## config.mk

```make
export PLATFORM = sky130hd
export DESIGN_NAME = dec_select_arbiter
export DESIGN_NICKNAME = d
export VERILOG_FILES = /design/src/rtl/dec_select_arbiter.sv
export SDC_FILE = /design/constraint.sdc
export NUM_CORES = 1
export LEC_CHECK = 0
export ABC_AREA = 1
export BUFFER_PORTS_ARGS = -buffer_cell sky130_fd_sc_hd__buf_2
export CORE_ASPECT_RATIO = 1.25
export CORE_UTILIZATION = 50
export CTS_CLUSTER_SIZE = 25
export DETAILED_ROUTE_END_ITERATION = 8
export GPL_TIMING_DRIVEN = 0
export PLACE_DENSITY_LB_ADDON = 0.05
export SLEW_MARGIN = 20
export SYNTH_ARGS = -nofsm -noshare
export SYNTH_HDL_FRONTEND = slang
export SYNTH_SLANG_ARGS = --single-unit
export TNS_END_PERCENT = 1
```

## constraint.sdc

```tcl
create_clock -name clk -period 2.6 [get_ports clk]
set_input_delay 0 -clock clk [delete_from_list [all_inputs] [get_ports clk]]
set_output_delay 0 -clock clk [all_outputs]
set_load 0.05 [all_outputs]
```

## src/rtl/dec_select_arbiter.sv

```systemverilog
// Round-robin arbiter that shares one 1-of-4 decoder among four requesters.
// Drives the decoder select lines (b/a) and its active-low enable (g_).
// Between owners the enable is held high for GAP cycles (break-before-make).
// MAXHOLD bounds how long one owner may hold the decoder while others wait.
//
// Handshake: req[i] is a level-sensitive request. gnt[i] high means requester i
// owns the decoder for that cycle. The grant is held while req[i] stays high,
// unless it is preempted by the hold limit. A requester releases by dropping
// req[i]; a preempted requester simply keeps req[i] high and is served again
// in rotation.
module dec_select_arbiter #(
    parameter int MAXHOLD = 8,
    parameter int GAP     = 1
) (
    input  logic       clk,
    input  logic       rst,
    input  logic [3:0] req,
    input  logic       lock,
    output logic       b,
    output logic       a,
    output logic       g_,
    output logic [3:0] gnt,
    output logic       busy
);

    typedef enum logic [1:0] {
        ST_IDLE  = 2'd0,
        ST_GRANT = 2'd1,
        ST_GAP   = 2'd2
    } state_t;

    // Last value cnt may reach before a pending request forces a release.
    localparam logic [7:0] HOLD_LAST = (MAXHOLD == 0) ? 8'd0 : 8'(MAXHOLD - 1);
    // Gap counter preload; GAP cycles of g_ high means GAP-1 decrements.
    localparam logic [1:0] GAP_INIT  = (GAP == 0) ? 2'd0 : 2'(GAP - 1);

    state_t     state, state_n;
    logic [1:0] ptr, ptr_n;
    logic [7:0] cnt, cnt_n;
    logic [1:0] gapcnt, gapcnt_n;
    logic [1:0] sel_n;
    logic       g_n;
    logic [3:0] gnt_n;
    logic       busy_n;

    logic [1:0] owner;
    logic [3:0] others;
    logic       release_now;
    logic [2:0] win_ptr;   // {found, index} searching from ptr
    logic [2:0] win_next;  // {found, index} searching from owner+1

    function automatic logic [3:0] onehot(input logic [1:0] idx);
        onehot = 4'b0001 << idx;
    endfunction

    // First set request bit found at p, p+1, ... (mod 4); MSB flags a hit.
    function automatic logic [2:0] pick(input logic [3:0] r, input logic [1:0] p);
        logic [1:0] idx;
        pick = 3'b000;
        for (int i = 3; i >= 0; i--) begin
            idx = p + 2'(i);
            if (r[idx]) pick = {1'b1, idx};
        end
    endfunction

    assign owner       = {b, a};
    assign others      = req & ~onehot(owner);
    assign win_ptr     = pick(req, ptr);
    assign win_next    = pick(req, owner + 2'd1);
    assign release_now = !req[owner] ||
                         ((MAXHOLD != 0) && (cnt == HOLD_LAST) &&
                          (others != 4'b0000) && !lock);

    // Next-state and next-output logic for the IDLE/GRANT/GAP controller.
    always_comb begin
        state_n  = state;
        ptr_n    = ptr;
        cnt_n    = cnt;
        gapcnt_n = gapcnt;
        sel_n    = owner;
        g_n      = g_;
        gnt_n    = gnt;
        case (state)
            ST_IDLE: begin
                if (win_ptr[2]) begin
                    state_n = ST_GRANT;
                    sel_n   = win_ptr[1:0];
                    g_n     = 1'b0;
                    gnt_n   = onehot(win_ptr[1:0]);
                    cnt_n   = 8'd0;
                end
            end
            ST_GRANT: begin
                if (release_now) begin
                    ptr_n = owner + 2'd1;
                    if (GAP != 0) begin
                        state_n  = ST_GAP;
                        g_n      = 1'b1;
                        gnt_n    = 4'b0000;
                        gapcnt_n = GAP_INIT;
                    end else if (win_next[2]) begin
                        // Hand over directly; the search starts past the old owner.
                        sel_n = win_next[1:0];
                        g_n   = 1'b0;
                        gnt_n = onehot(win_next[1:0]);
                        cnt_n = 8'd0;
                    end else begin
                        state_n = ST_IDLE;
                        g_n     = 1'b1;
                        gnt_n   = 4'b0000;
                    end
                end else if ((MAXHOLD != 0) && (others != 4'b0000) &&
                             (cnt != HOLD_LAST)) begin
                    cnt_n = cnt + 8'd1;
                end
            end
            ST_GAP: begin
                if (gapcnt != 2'd0) begin
                    gapcnt_n = gapcnt - 2'd1;
                end else if (win_ptr[2]) begin
                    state_n = ST_GRANT;
                    sel_n   = win_ptr[1:0];
                    g_n     = 1'b0;
                    gnt_n   = onehot(win_ptr[1:0]);
                    cnt_n   = 8'd0;
                end else begin
                    state_n = ST_IDLE;
                end
            end
            default: begin
                state_n = ST_IDLE;
                g_n     = 1'b1;
                gnt_n   = 4'b0000;
            end
        endcase
        busy_n = (state_n != ST_IDLE);
    end

    // State and registered outputs; reset disables the decoder immediately.
    always_ff @(posedge clk or posedge rst) begin
        if (rst) begin
            state  <= ST_IDLE;
            ptr    <= 2'd0;
            cnt    <= 8'd0;
            gapcnt <= 2'd0;
            b      <= 1'b0;
            a      <= 1'b0;
            g_     <= 1'b1;
            gnt    <= 4'b0000;
            busy   <= 1'b0;
        end else begin
            state  <= state_n;
            ptr    <= ptr_n;
            cnt    <= cnt_n;
            gapcnt <= gapcnt_n;
            b      <= sel_n[1];
            a      <= sel_n[0];
            g_     <= g_n;
            gnt    <= gnt_n;
            busy   <= busy_n;
        end
    end

endmodule

```

==> flow_summary.toml <==
[grt]
antenna_found_initial = 0
track_usage = 0.210
grt_pass1_wl_um = 5270
grt_max_degree = 23
grt-ovfl-total = 0
first_global_vias = 1295

[placed_design]
placed_area_sq_um = 1620
gp_congestion = 0.871
place.detailed.hpwl_um = 2300
place_ws_ns = 0.831
io_buffers = 14
dp_cells = 260

[drt]
drt-pass1-iter-count = 4
num_vias = 1344
routed_wirelength_um = 3010
detail_route.drc_violations = 0
ant_nets = 0
via_per_inst = 5.07
wl_per_cell_um = 11.3
drtIter0Drc = 56

[sta]
setup_slack_ns = 0.823
period_share = 0.683
maxSlewViolCount = 0
rsz0062_at_grt = "false"
finalSetupTns_ns = 0
finalSetupViolCount = 0
period_minus_slack_ns = 1.78
hold_violations = 0
fmax_mhz = 563
tightest_slew_ns = 0.816
relSlewSlack = 0.456
fin_worst_skew_ns = 0.00173

[worst_setup_path]
cp_cell_sequence = "inv_2 -> ha_1 -> inv_1 -> nand2_1 -> o21ai_0 -> inv_1 -> nand2_1 -> nand2_1 -> nand2_1 -> nand2_2 -> buf_6 -> nand3b_1 -> nand2_1"
arrival_ns = 1.99
required_ns = 2.81
crit_type = "flop to flop"
max_stage_delay_ns = 0.48
critical-path-top-delay-family = "simple AND/OR/NAND/NOR gates"
worstPathBufferInverterCount = 4
critPathLaunchType = "flop"
cp_common_cell = "nand2_1"
path_max_fanout = 10
critical_path.slowest_cell = "dfrtp_1"
worstSetupEndpointType = "flop"

[floorplanning]
num_io_pins = 15
dieWidth_um = 51.1
start_util = 0.545
core-area_sq_um = 2760
die_h_um = 63.3
dieArea_sq_um = 3230
placementRows = 21

[yosys]
synth_commonest_cells = "75 x nand2_1, 25 x inv_1, 21 x dfrtp_1"
ys_seq_area_frac = 0.367
synth_top_cell_by_area = "dfrtp_1"
synth_area_sq_um = 1500
synth_edf_count = 0
syn_nets = 225
synth.most_common_cell = "nand2_1"
ys_top_cells_by_area = "dfrtp_1 35%, nand2_1 19%, inv_1 6.2%"
syn-mean-instance-area_sq_um = 7.09
synth_cell_type_count = 26
synthArstFlopShare = 1.00
syn_inst = 212
synth-main-ff-cell = "dfrtp_1"
synth-seq-cells = 22
synth.top_cell.area_share = 0.349
ys_warn_count = 0

[clock_tree]
path_clk_slew_ns = 0.11
cts.sinks = 22
tritoncts = "yes"
cts.path.max_buffers = 2
numCtsBuffers = 3
postCtsSetupBuffers = 0
cts_resized = 0
worst_skew_pair.late_latency_ns = 0.31
cts_hold_buf = 1
clockRootBuffer = "clkbuf_4"
htreeDepth = 1

[layout]
nets = 245
final_util = 0.599
instances_no_fill = 265
diodes = 0
stdcell_area_sq_um = 1650
final_layout_size_suffix_gt1_frac = 0.173
area_growth_pct = 9.90

[pwr]
power_density_nw_per_um2 = 1220
p_leak_uw = 0.000905
ir_drop_mv = 0.713

[worst_hold_path]
hp-class = "primary input to flop"

[flow_run]
maxCapViolations = 0

[outcome]
status = "finished, final reports clean"
## registers in the layout, summed over array words and instances (netlist names)
| register | cells |
|---|---|
| cnt | 8 |
| a | 1 |
| ptr | 2 |
| gnt | 4 |
| gapcnt | 2 |
| b | 1 |
| busy | 1 |
| state | 2 |
| g_ | 1 |
## power breakdown
| group | switching (uW) | internal [uW] | leakage [uW] |
|---|---|---|---|
| Sequential | 68.8 | 455 | 0.000284 |
| Clock | 102 | 60.0 | 0.0000150 |
| Combinational | 937 | 390 | 0.000606 |
| Total | 1110 | 905 | 0.000905 |
## layer usage
metal | up-vias | wire, um | global-route usage
met3 | 5 | 66 | 0.0145
li1 | 691 | - | -
met4 | 0 | 44 | 0.0625
met2 | 18 | 1540 | 0.396
met5 | - | 0 | 0
met1 | 630 | 1360 | 0.242
## worst paths after layout
| check | startpoint | to | slack (ns) | cells after the start |
|---|---|---|---|---|
| min reg2reg | gnt[0] | gnt[0] | 0.49 | 2 |
| max | a | cnt[1] | 0.82 | 13 |
| min | lock | state[0] | 0.18 | 5 |
| max in group asynchronous | rst | cnt[4] | 1.72 | 3 |
| max reg2reg | a | cnt[1] | 0.82 | 13 |
| min in group asynchronous | rst | gapcnt[0] | 0.38 | 3 |
## final cells by class
cell class | count | area [sq um]
Fill cell | 264 | 1110
Inverter | 29 | 114
Buffer | 2 | 22.5
Multi-Input combinational cell | 159 | 816
Timing Repair Buffer | 15 | 80.1
Tap cell | 34 | 42.5
Sequential cell | 22 | 552
Clock buffer | 4 | 26.3
## kinds of logic after synthesis
group / Yosys count / synth area share
AND/OR/NAND/NOR: 132 / 0.405
XOR/XNOR: 5 / 0.0291
flip-flops: 22 / 0.367
adder cells (fa/ha/maj): 6 / 0.0499
buffers and inverters: 31 / 0.0907
AO/OA/AOI/OAI: 16 / 0.0582
## metrics by stage
| stage | power, uW | hold WS, ns |
|---|---|---|
| global placement | 1820 | 0.187 |
| floorplan | 1590 | -0.0115 |
| CTS | 2030 | 0.178 |
| finish | 2010 | 0.179 |
| global route | 2190 | 0.229 |
| detailed placement | 1860 | 0.200 |
## tightest hold or removal path, stage by stage
cell	delay, ns
buf_2	0.08
nor2_1	0.04
nand2_1	0.06
nand3_1	0.16
nand2_1	0.12
## cell usage in the layout, fill, tap and decap left out
cell type      netlist  final
inv_2                2      2
nand2_4              1      1
nor3b_1              1      1
inv_1               25     25
and2_1               2      2
nand4_1              3      3
buf_2                0     14
buf_6                2      2
nand3_2              1      1
a21oi_2              2      2
clkbuf_1             0      1
xor2_1               5      5
a21oi_1              3      3
ha_1                 6      6
nor2_2               1      1
nand2_2              8      8
nand3b_1             1      1
o21ai_1              3      3
nor2_4               1      1
inv_4                2      2
o21ai_0              8      8
dlygate4sd3_1        0      1
nand2_1             75     75
nand3_4              1      1
nor2_1              20     20
nand2_8              1      1
dfrtp_1             21     21
nand3_1             16     16
dfstp_2              1      1
clkbuf_4             0      3
Power figures use the tool's default switching activity.
